--- src/rtl/cmd_encoder_pkg.sv ---
// Package cmd_pkg: shared codes for the stopwatch command front end.
//   Command codes (cmd port) : CMD_NOP, CMD_START, CMD_PAUSE, CMD_STOP
//   Run-state codes (run_st) : RS_STOPPED, RS_RUNNING, RS_PAUSED
//   run_next()               : run-state transition for a registered command
package cmd_pkg;

  localparam logic [1:0] CMD_NOP   = 2'd0;
  localparam logic [1:0] CMD_START = 2'd1;
  localparam logic [1:0] CMD_PAUSE = 2'd2;
  localparam logic [1:0] CMD_STOP  = 2'd3;

  localparam logic [1:0] RS_STOPPED = 2'd0;
  localparam logic [1:0] RS_RUNNING = 2'd1;
  localparam logic [1:0] RS_PAUSED  = 2'd2;

  // Mirrors the consumer FSM: pause is accepted from STOPPED too, nop holds.
  function automatic logic [1:0] run_next(input logic [1:0] rs, input logic [1:0] c);
    logic [1:0] nx;
    nx = rs;
    case (c)
      CMD_START: nx = RS_RUNNING;
      CMD_PAUSE: nx = RS_PAUSED;
      CMD_STOP:  nx = RS_STOPPED;
      default:   nx = rs;
    endcase
    return nx;
  endfunction

endpackage

--- src/rtl/cmd_encoder_btn_debounce.sv ---
// btn_debounce: one push-button channel.
//   2-flop synchronizer, counter-based debounce, rising-edge press detect.
// Ports:
//   clk   in  system clock
//   clr   in  asynchronous active-high reset
//   raw   in  raw asynchronous button level
//   level out debounced level
//   press out one-cycle pulse on a debounced rising edge
// Parameters:
//   DEBOUNCE_CYCLES  consecutive differing synchronized samples needed to accept a change (>=2)
//   CNT_W            counter width, derived
module btn_debounce #(
  parameter  int unsigned DEBOUNCE_CYCLES = 16,
  localparam int unsigned CNT_W           = $clog2(DEBOUNCE_CYCLES) + 1
) (
  input  logic clk,
  input  logic clr,
  input  logic raw,
  output logic level,
  output logic press
);

  localparam logic [CNT_W-1:0] CNT_LAST = CNT_W'(DEBOUNCE_CYCLES - 1);

  logic             sync1;
  logic             sync2;
  logic             stable;
  logic             stable_q;
  logic [CNT_W-1:0] cnt;

  always_ff @(posedge clk or posedge clr) begin
    if (clr) begin
      sync1    <= 1'b0;
      sync2    <= 1'b0;
      stable   <= 1'b0;
      stable_q <= 1'b0;
      cnt      <= '0;
    end else begin
      sync1    <= raw;
      sync2    <= sync1;
      stable_q <= stable;
      // Any sample agreeing with the accepted level restarts the count.
      if (sync2 == stable) begin
        cnt <= '0;
      end else if (cnt == CNT_LAST) begin
        stable <= sync2;
        cnt    <= '0;
      end else begin
        cnt <= cnt + CNT_W'(1);
      end
    end
  end

  assign level = stable;
  assign press = stable & ~stable_q;

endmodule

--- src/rtl/cmd_encoder.sv ---
// cmd_encoder: stopwatch command front end. Debounces three raw buttons and
// emits one-cycle 2-bit command pulses (idle = nop) for the control FSM.
// Ports:
//   clk        in  system clock, posedge
//   clr        in  asynchronous active-high reset
//   btn_start  in  raw start button
//   btn_pause  in  raw pause button
//   btn_stop   in  raw stop button
//   cmd        out registered command (0 nop, 1 start, 2 pause, 3 stop)
//   run_st     out registered mirror of consumer state (0 STOPPED, 1 RUNNING, 2 PAUSED)
// Configuration:
//   CMD_TOGGLE_EN  btn_start toggles start/pause based on run_st; btn_pause masked.
module cmd_encoder
  import cmd_pkg::*;
#(
  parameter int unsigned DEBOUNCE_CYCLES = 16
) (
  input  logic       clk,
  input  logic       clr,
  input  logic       btn_start,
  input  logic       btn_pause,
  input  logic       btn_stop,
  output logic [1:0] cmd,
  output logic [1:0] run_st
);

  logic start_lvl, pause_lvl, stop_lvl;
  logic start_p, pause_p, stop_p;
  logic [1:0] cmd_next;
  logic unused_sigs;

  btn_debounce #(.DEBOUNCE_CYCLES(DEBOUNCE_CYCLES)) u_start (
    .clk(clk), .clr(clr), .raw(btn_start), .level(start_lvl), .press(start_p)
  );
  btn_debounce #(.DEBOUNCE_CYCLES(DEBOUNCE_CYCLES)) u_pause (
    .clk(clk), .clr(clr), .raw(btn_pause), .level(pause_lvl), .press(pause_p)
  );
  btn_debounce #(.DEBOUNCE_CYCLES(DEBOUNCE_CYCLES)) u_stop (
    .clk(clk), .clr(clr), .raw(btn_stop), .level(stop_lvl), .press(stop_p)
  );

  // Simultaneous presses: stop > pause > start; losers are dropped.
  always_comb begin
    cmd_next = CMD_NOP;
    if (stop_p) begin
      cmd_next = CMD_STOP;
`ifdef CMD_TOGGLE_EN
    end else if (start_p) begin
      cmd_next = (run_st == RS_RUNNING) ? CMD_PAUSE : CMD_START;
`else
    end else if (pause_p) begin
      cmd_next = CMD_PAUSE;
    end else if (start_p) begin
      cmd_next = CMD_START;
`endif
    end
  end

`ifdef CMD_TOGGLE_EN
  assign unused_sigs = ^{start_lvl, pause_lvl, stop_lvl, pause_p};
`else
  assign unused_sigs = ^{start_lvl, pause_lvl, stop_lvl};
`endif

  always_ff @(posedge clk or posedge clr) begin
    if (clr) begin
      cmd    <= CMD_NOP;
      run_st <= RS_STOPPED;
    end else begin
      cmd    <= cmd_next;
      run_st <= run_next(run_st, cmd_next);
    end
  end

endmodule

--- config.mk ---
export PLATFORM = sky130hd
export DESIGN_NAME = cmd_encoder
export DESIGN_NICKNAME = d
export VERILOG_FILES = /design/src/rtl/cmd_encoder_pkg.sv /design/src/rtl/cmd_encoder_btn_debounce.sv /design/src/rtl/cmd_encoder.sv
export SDC_FILE = /design/constraint.sdc
export NUM_CORES = 1
export LEC_CHECK = 0
export ABC_AREA = 0
export ABC_CLOCK_PERIOD_IN_PS = 3300
export BUFFER_PORTS_ARGS = -buffer_cell sky130_fd_sc_hd__buf_2
export CORE_UTILIZATION = 50
export DETAILED_ROUTE_END_ITERATION = 10
export GPL_ROUTABILITY_DRIVEN = 0
export GPL_TIMING_DRIVEN = 0
export HOLD_SLACK_MARGIN = 0.02
export PLACE_DENSITY = 0.68
export SLEW_MARGIN = 0
export SYNTH_ARGS = -nofsm -noshare
export SYNTH_HDL_FRONTEND = slang
export SYNTH_SLANG_ARGS = --single-unit
export TNS_END_PERCENT = 10
--- constraint.sdc ---
create_clock -name clk -period 3.3 [get_ports clk]
set_input_delay 0.33 -clock clk [delete_from_list [all_inputs] [get_ports clk]]
set_output_delay 0.33 -clock clk [all_outputs]
set_load 0.005 [all_outputs]
==> impl_metrics.env <==
export IMPL_area_growth_pct=11.0
export IMPL_drcViolationCount=0
export IMPL_p_comb_share_pct=4.7
export IMPL_max_slew_margin_rel_pct=25.1
export IMPL_placed_area_mm2=0.00120
export IMPL_die_area_mm2=0.00245
export IMPL_syn_area_per_cell_um2=12.9
export IMPL_required_ns=3.51
export IMPL_clock_sinks=31
export IMPL_port_buffers=8
export IMPL_wl_met2_um=655
export IMPL_wl_met1_um=689
export IMPL_fill_cells=196
export IMPL_clock_latency_ns=0.32
export IMPL_p_switching_uw=144
export IMPL_finalCriticalPeriod_ns=1.26
export IMPL_max_freq_mhz=796
export IMPL_yosysWarnings=0
export IMPL_async_flop_share_pct=100
export IMPL_ys_top_cells_by_count="dfrtp_1, nor2_1, xor2_1, inv_1, nand3_1"
export IMPL_initial_core_util_pct=55.1
export IMPL_netlist_top_cells_area="dfrtp_1, xor2_1, nor2_1"
export IMPL_routedWlPerCell_um=11.0
export IMPL_grtUsageTotal_pct=14.9
export IMPL_crit_path_max_fanout=3
export IMPL_grt_start_max_net_pins=32
export IMPL_routed_top_layer="met4"
export IMPL_post_cts_repair_setup_buffers=0
export IMPL_viasPerCell=4.75
export IMPL_io_pins=9
export IMPL_intPower_uw=487
export IMPL_hold_viol_final=0
export IMPL_place_hpwl_um=967
export IMPL_die_h_um=49.5
export IMPL_tns_ns=0
export IMPL_htreeDepth=2
export IMPL_status="completed"
export IMPL_power_density_mw_per_mm2=505
export IMPL_layout_nets=110
export IMPL_cp_end_kind="register"
export IMPL_slew_violations=0
export IMPL_core_area_mm2=0.00204
export IMPL_syn_cell_area_mm2=0.00113
export IMPL_ant_nets=0
export IMPL_cts_root_buffer="clkbuf_4"
export IMPL_ys_seq_area_share_pct=68.9
export IMPL_synth_nets=95
export IMPL_leakage_uw=0.000691
export IMPL_rows=16
export IMPL_firstDrtPassIters=2
export IMPL_worstPathArrival_ns=1.46
export IMPL_power_share_sequential_pct=63.6
export IMPL_yosysTopAreaCell="dfrtp_1"
export IMPL_syn_inst=87
export IMPL_dr_wl_met3_um=60
export IMPL_rrSetupSlack_ns=2.04
export IMPL_design_area_mm2=0.00125
export IMPL_drive_above_1_share_pct=15.5
export IMPL_yosysMostFrequentCell="dfrtp_1"
export IMPL_timing_final_crit_share_pct=38.1
export IMPL_numCtsBuffers=5
export IMPL_clockPowerShare_pct=31.8
export IMPL_die_x_um=49.5
export IMPL_synth_seq_cells=31
export IMPL_grt_ovfl_total=0
export IMPL_hold_buffers=0
export IMPL_wl_um=1430
export IMPL_path_class="register to register"
export IMPL_synth_ff_type="dfrtp_1"
export IMPL_yosysUniqueCellTypes=18
export IMPL_rsz0062_at_grt="no"
export IMPL_ir_drop_v=0.000322
export IMPL_skew_ns=0.00985
export IMPL_grt_pass1_vias=603
export IMPL_max_cap_violations=0
export IMPL_clock_path_buffers=2
export IMPL_worst_slew_pin_slew_ns=1.12
export IMPL_finalSetupViolCount=0
export IMPL_cp_start_kind="register"
export IMPL_antenna_found_initial=0
export IMPL_yosysTopAreaCellShare_pct=68.9
export IMPL_diodes=0
export IMPL_cts_tree="done"
export IMPL_holdCritPathClass="primary input to register"
export IMPL_drt_iter0_markers=1
export IMPL_p_sw_share_pct=22.7
export IMPL_synth_edf_count=0
export IMPL_post_cts_resized=0
export IMPL_grt_pass1_wl_um=2550
export IMPL_fin_total_pwr_uw=631
export IMPL_clk_pin_slew_ns=0.09
export IMPL_vias=618
critical path, cell delays in order, from the launching register on:
cell	delay, ns
dfrtp_1	0.38
ha_1	0.19
nand3_1	0.13
nor2_1	0.12
mux2_1	0.33
kinds of logic (layout without fill, tap and decap cells):
| group | Yosys count | after routing | synth area share, % |
|---|---|---|---|
| AOI/OAI and AO/OA | 8 | 8 | 4.11 |
| xor gates and xnor gates | 9 | 9 | 7.00 |
| adders and majority gates | 3 | 3 | 3.33 |
| buffers and inverters | 6 | 22 | 2.00 |
| DFF | 31 | 31 | 68.9 |
| muxes | 3 | 3 | 3.00 |
| and+or+nand+nor | 27 | 27 | 11.7 |
metrics by stage:
stage               hold slack [ns]  instances  util [%]  setup slack [ns]
floorplan                     0.331         87         -              2.12
global placement              0.333        122      58.8              1.94
detailed placement            0.337        122      58.8              1.92
CTS                          0.0963        130      61.2              2.03
global route                 0.0850        130      61.2              1.94
finish                        0.116        130      61.2              2.04
metal layers:
| layer | track usage (%) | up-vias |
|---|---|---|
| met5 | 0 | - |
| met4 | 11.4 | 0 |
| met3 | 6.48 | 3 |
| met2 | 21.0 | 12 |
| met1 | 17.7 | 286 |
| li1 | - | 317 |
layout by cell type, fill, tap and decap left out, types with 3 or more instances in the layout:
master,n
clkbuf_4,5
and2_1,3
dfrtp_1,31
xor2_1,9
a21oi_1,3
ha_1,3
and3_1,3
buf_2,8
nor2_1,11
inv_1,6
nand3_1,6
mux2_1,3
final cells by class:
type                    count  area [um2]  area share [%]
clock buffers               7        45.0            3.60
clock inverters             1        5.00           0.400
inverters                   6        22.5            1.80
multi-input cells          50         328            26.2
flip-flops and latches     31         776            62.1
well taps                  27        33.8            2.70
repair buffers              8        40.0            3.20
worst paths after layout:
path,start,endpoint,cells past startpoint
hold reg to reg,u_start.sync1,u_start.sync2,0
setup / recovery,u_stop.cnt[0],u_stop.level,4
min in group asynchronous,clr,u_stop.cnt[0],2
setup reg to reg,u_stop.cnt[0],u_stop.level,4
max in group asynchronous,clr,u_start.cnt[0],2
hold / removal,btn_pause,u_pause.sync1,1
sequential cells by signal, indices dropped and copies added (netlist names), 2 cells and up:
signal,flops
u_stop.cnt,5
u_pause.cnt,5
cmd,2
run_st,2
u_start.cnt,5
power groups by stage:
stage | logic, uW | registers, uW | clock network (uW)
floorplan | 22.8 | 407 | 0
global placement | 29.2 | 408 | 0
detailed placement | 30.4 | 409 | 0
CTS | 30.6 | 401 | 212
global route | 35.3 | 403 | 232
finish | 29.5 | 401 | 200
No activity file was read; power rests on OpenSTA's default activity.
